**config.mk**
```make
export PLATFORM = sky130hd
export DESIGN_NAME = axis_uart_tx
export DESIGN_NICKNAME = d
export VERILOG_FILES = /design/src/rtl/axis_uart_tx.sv
export SDC_FILE = /design/constraint.sdc
export NUM_CORES = 1
export LEC_CHECK = 0
export ABC_AREA = 1
export CAP_MARGIN = 20
export CORE_ASPECT_RATIO = 1.2
export CORE_UTILIZATION = 46
export CTS_CLUSTER_SIZE = 20
export DETAILED_ROUTE_END_ITERATION = 7
export GPL_ROUTABILITY_DRIVEN = 1
export PLACE_DENSITY = 0.74
export SYNTH_ARGS = -nofsm -noshare
export SYNTH_HDL_FRONTEND = slang
export SYNTH_SLANG_ARGS = --single-unit
export TNS_END_PERCENT = 100
```
**constraint.sdc**
```tcl
create_clock -name aclk -period 2.7 [get_ports aclk]
set_input_delay 0.54 -clock aclk [delete_from_list [all_inputs] [get_ports aclk]]
set_output_delay 0.54 -clock aclk [all_outputs]
set_load 0.1 [all_outputs]
```
**src/rtl/axis_uart_tx.sv**
```systemverilog
// axis_uart_tx: AXI-Stream slave to UART transmitter.
// Takes one byte per AXIS handshake and sends it on TX as a UART frame:
// start bit, DATA_BITS data bits LSB first, optional parity, STOP_BITS stop bits.
// Ports:
//   aclk       clock, rising edge
//   aresetn    asynchronous active-low reset
//   in_tdata   byte to transmit (bits above DATA_BITS ignored)
//   in_tvalid  AXIS valid
//   in_tready  AXIS ready, high only while idle
//   TX         UART serial line, idle high
//   busy       high from handshake until the frame is done
module axis_uart_tx #(
  parameter int unsigned CLK_FREQ  = 100_000_000,
  parameter int unsigned BAUD_RATE = 115_200,
  parameter int unsigned DATA_BITS = 8,
  parameter int unsigned PARITY    = 0,
  parameter int unsigned STOP_BITS = 1
) (
  input  logic       aclk,
  input  logic       aresetn,
  input  logic [7:0] in_tdata,
  input  logic       in_tvalid,
  output logic       in_tready,
  output logic       TX,
  output logic       busy
);

  localparam int unsigned CLKS_PER_BIT = CLK_FREQ / BAUD_RATE;
  localparam int unsigned CNT_W        = (CLKS_PER_BIT < 2) ? 1 : $clog2(CLKS_PER_BIT);
  localparam int unsigned BIT_W        = 3;

  // Parameter legality, reported at elaboration.
  if (CLKS_PER_BIT < 2) begin : g_bad_clks
    $error("axis_uart_tx: CLK_FREQ/BAUD_RATE must be >= 2");
  end
  if (DATA_BITS < 5 || DATA_BITS > 8) begin : g_bad_data
    $error("axis_uart_tx: DATA_BITS must be 5..8");
  end
  if (PARITY > 2) begin : g_bad_parity
    $error("axis_uart_tx: PARITY must be 0, 1 or 2");
  end
  if (STOP_BITS < 1 || STOP_BITS > 2) begin : g_bad_stop
    $error("axis_uart_tx: STOP_BITS must be 1 or 2");
  end

  typedef enum logic [2:0] {
    S_IDLE,
    S_START,
    S_DATA,
    S_PARITY,
    S_STOP
  } state_t;

  state_t                 state;
  logic [CNT_W-1:0]       baud_cnt;
  logic [BIT_W-1:0]       bit_cnt;
  logic [DATA_BITS-1:0]   shift_reg;
  logic                   par_bit;
  logic                   baud_wrap_c;
  logic                   par_calc_c;
  logic                   unused_tdata;

  // Upper in_tdata bits are intentionally dropped for narrow frames.
  assign unused_tdata = ^in_tdata;

  assign baud_wrap_c = (baud_cnt == CNT_W'(CLKS_PER_BIT - 1));

  // Even parity is the XOR of the data bits; odd parity is its inverse.
  assign par_calc_c = (^in_tdata[DATA_BITS-1:0]) ^ (PARITY == 1);

  // Frame FSM. TX is registered from the current state, so the line
  // follows the state by one clock: TX falls on the edge after the handshake.
  always_ff @(posedge aclk or negedge aresetn) begin
    if (!aresetn) begin
      state     <= S_IDLE;
      baud_cnt  <= '0;
      bit_cnt   <= '0;
      shift_reg <= '0;
      par_bit   <= 1'b0;
      TX        <= 1'b1;
      in_tready <= 1'b0;
      busy      <= 1'b0;
    end else begin
      // Baud counter runs in every non-idle state and wraps at each bit boundary.
      if (state != S_IDLE) begin
        if (baud_wrap_c) begin
          baud_cnt <= '0;
        end else begin
          baud_cnt <= baud_cnt + CNT_W'(1);
        end
      end

      case (state)
        S_IDLE: begin
          TX <= 1'b1;
          if (in_tready && in_tvalid) begin
            shift_reg <= in_tdata[DATA_BITS-1:0];
            par_bit   <= par_calc_c;
            in_tready <= 1'b0;
            busy      <= 1'b1;
            baud_cnt  <= '0;
            bit_cnt   <= '0;
            state     <= S_START;
          end else begin
            in_tready <= 1'b1;
          end
        end

        S_START: begin
          TX <= 1'b0;
          if (baud_wrap_c) begin
            state <= S_DATA;
          end
        end

        S_DATA: begin
          TX <= shift_reg[0];
          if (baud_wrap_c) begin
            shift_reg <= shift_reg >> 1;
            if (bit_cnt == BIT_W'(DATA_BITS - 1)) begin
              bit_cnt <= '0;
              state   <= (PARITY != 0) ? S_PARITY : S_STOP;
            end else begin
              bit_cnt <= bit_cnt + BIT_W'(1);
            end
          end
        end

        S_PARITY: begin
          TX <= par_bit;
          if (baud_wrap_c) begin
            state <= S_STOP;
          end
        end

        S_STOP: begin
          TX <= 1'b1;
          if (baud_wrap_c) begin
            if (bit_cnt == BIT_W'(STOP_BITS - 1)) begin
              bit_cnt   <= '0;
              in_tready <= 1'b1;
              busy      <= 1'b0;
              state     <= S_IDLE;
            end else begin
              bit_cnt <= bit_cnt + BIT_W'(1);
            end
          end
        end

        default: begin
          TX    <= 1'b1;
          state <= S_IDLE;
        end
      endcase
    end
  end

endmodule

```
==> impl_metrics.py <==
metrics = {
    "outcome": {
        "outcome": "finished, final reports clean",
    },
    "synthesis": {
        "synth_cell_types": 31,
        "synth_warnings": 0,
        "synthesis.nets": 239,
        "synth-seq-cells": 28,
        "syn_avg_cell_area_um2": 7.82,
        "synth_cells": 224,
        "synth_edf_count": 0,
        "yosysSeqAreaShare_pct": 40.1,
        "synth_area_mm2": 0.00175,
        "synth_flop_cell": "dfrtp_1",
        "async_flop_share_pct": 100,
    },
    "sta": {
        "period_needed_ns": 1.63,
        "clock.fmax_mhz": 615,
        "finalSetupTns_ns": 0,
        "skew_ns": 0.00210,
        "rsz0062_at_grt": "no",
        "setup_viol_count_final": 0,
        "worstMarginPinSlew_ns": 0.368,
        "min_period_over_period_pct": 60.2,
        "slew_headroom_pct": 75.5,
        "report.final.slew_viol_count": 0,
        "hold_viol": 0,
    },
    "clocking": {
        "clock-root-buffer": "clkbuf_8",
        "cts_max_path_buffers": 2,
        "postCtsSetupBuffers": 0,
        "cts_buffers": 3,
        "clkLatencyLatePin_ns": 0.27,
        "cts_tree": "built",
        "cts_sinks": 28,
        "htree_levels": 1,
        "post_cts_resized": 0,
        "cts_hold_buf": 0,
        "path_clk_slew_ns": 0.10,
    },
    "grt": {
        "grt_pass1_wl_um": 5620,
        "grt_pass1_vias": 1321,
        "overflow": 0,
        "grt_antenna_before_repair": 0,
        "global_route.usage.met1_pct": 21.6,
        "globalRouteTotalUtil_pct": 17.3,
        "grt_max_degree": 29,
        "busiest_layer": "met2",
        "met3_usage_pct": 1.68,
        "use_met2_pct": 31.0,
    },
    "critical_path": {
        "cp_max_fo": 1,
        "end_kind": "output port",
        "cpLargestDelayFamily": "flip-flops",
        "arrival_ns": 1.09,
        "slowest_delay_ns": 0.53,
        "worstSetupPathType": "reg -> out",
        "crit_buf_inv": 1,
        "worst_path_max_delay_cell": "dfstp_2",
        "cp_data_required_time_ns": 2.16,
        "worst_setup_path_start_kind": "flop",
        "cp_cell_sequence": "buf_4",
    },
    "power": {
        "p_per_area_mw_per_mm2": 943,
        "p_leak_nw": 0.959,
        "vdd_drop_max_v": 0.000389,
    },
    "die": {
        "ios": 14,
        "dieWidth_um": 58.3,
        "design.die.area_mm2": 0.00406,
        "initial_utilization_pct": 48.2,
        "core-area_mm2": 0.00363,
        "rows": 24,
        "die_h_um": 69.6,
    },
    "routing": {
        "vias": 1388,
        "drcViolationCount": 0,
        "finalWirelength_um": 3250,
        "final_antenna_net_count": 0,
        "drtIter0Drc": 59,
        "detailedRoute.firstPassIterationCount": 4,
        "vias_per_cell": 4.77,
        "detail_route.wl_per_cell_um": 11.2,
    },
    "cells_and_area": {
        "drive_gt1_share_pct": 15.9,
        "final_core_utilization_pct": 54.1,
        "layout_common_cells": "nand2_1, inv_1, dfrtp_1",
        "register_area_um2": 702,
        "final_common_cell": "nand2_1",
        "antenna_cells": 0,
        "largest_reg_flops": 10,
        "multi_input_area_um2": 901,
        "fill_cells": 342,
        "area_growth_pct": 12.2,
        "nNetsFinal": 255,
    },
    "worst_hold_path": {
        "hold_class": "reg -> reg",
    },
    "flow_run": {
        "max-cap-violations": 0,
    },
    "place": {
        "place_congestion": 0.841,
        "port_buffers": 13,
        "hpwl_um": 2450,
    },
}
[cell families after synthesis]
family,synth area share (%)
XOR/XNOR,4.00
AND/OR/NAND/NOR,30.8
adder cells (fa/ha/maj),2.86
AO/OA/AOI/OAI,13.8
buffers and inverters,8.50
flip-flops,40.1
[per-stage QoR]
| stage | power, mW | hold WS, ns | worst slack (ns) | std cells | instance area (um^2) |
|---|---|---|---|---|---|
| 2_1_floorplan | 1.44 | 0.244 | 0.967 | 224 | 1750 |
| 3_3_place_gp | 1.58 | 0.463 | 0.929 | 287 | 1910 |
| 3_5_place_dp | 1.60 | 0.470 | 0.906 | 287 | 1910 |
| 4_1_cts | 1.87 | 0.494 | 1.06 | 291 | 1970 |
| 5_1_grt | 2.00 | 0.524 | 1.02 | 291 | 1970 |
| 6_report | 1.85 | 0.485 | 1.07 | 291 | 1970 |
[per-layer routing]
metal / vias to the layer above / routed length, um
met3: 2 / 70
li1: 740 / -
met4: 0 / 20
met5: - / 0
met2: 13 / 1650
met1: 633 / 1510
[path summary, 6_finish.rpt]
kind / start / to / slack [ns] / cells past startpoint
max: TX$_DFF_PN1_ / TX / 1.07 / 1
min: busy$_DFFE_PN0P_ / busy$_DFFE_PN0P_ / 0.49 / 2
max reg2reg: baud_cnt[0]$_DFF_PN0_ / baud_cnt[8]$_DFF_PN0_ / 1.14 / 8
min reg2reg: busy$_DFFE_PN0P_ / busy$_DFFE_PN0P_ / 0.49 / 2
max in group asynchronous: aresetn / TX$_DFF_PN1_ / 1.74 / 2
min in group asynchronous: aresetn / baud_cnt[5]$_DFF_PN0_ / 0.64 / 2
[synth_stat cells, types with 4 or more instances]
| cell | n | share of area [%] |
|---|---|---|
| nand2_1 | 67 | 14 |
| inv_1 | 28 | 6.0 |
| dfrtp_1 | 27 | 39 |
| o21ai_0 | 12 | 3.4 |
| nor2_1 | 11 | 2.4 |
| nand3_1 | 9 | 2.6 |
| nand2_2 | 8 | 2.9 |
| a21oi_1 | 7 | 2.0 |
| o21ai_2 | 7 | 3.5 |
| o22ai_1 | 5 | 1.8 |
| ha_1 | 4 | 2.9 |
| nand3b_1 | 4 | 1.7 |
| xnor2_1 | 4 | 2.0 |
| xor2_1 | 4 | 2.0 |
[report_power, final]
| part | switching (mW) | internal, mW | total [mW] |
|---|---|---|---|
| Combinational | 0.636 | 0.293 | 0.929 |
| Sequential | 0.100 | 0.564 | 0.665 |
| Clock | 0.130 | 0.131 | 0.261 |
[area by class of cell]
cell class                      count  area share, %
Inverter                           30           5.73
Timing Repair Buffer               14           6.62
Multi-Input combinational cell    163           45.8
Clock buffer                        4           2.80
Tap cell                           52           3.31
Sequential cell                    28           35.7
[worst reg2reg max path, delay by kind of cell (launching register included)]
kind	cells	cell delay (ns)
AO/OA/AOI/OAI	1	0.06
buffers and inverters	1	0.14
flip-flops	1	0.40
AND/OR/NAND/NOR	5	0.60
adder cells (fa/ha/maj)	1	0.25
Note: power is estimated with default switching activity, not from simulation.
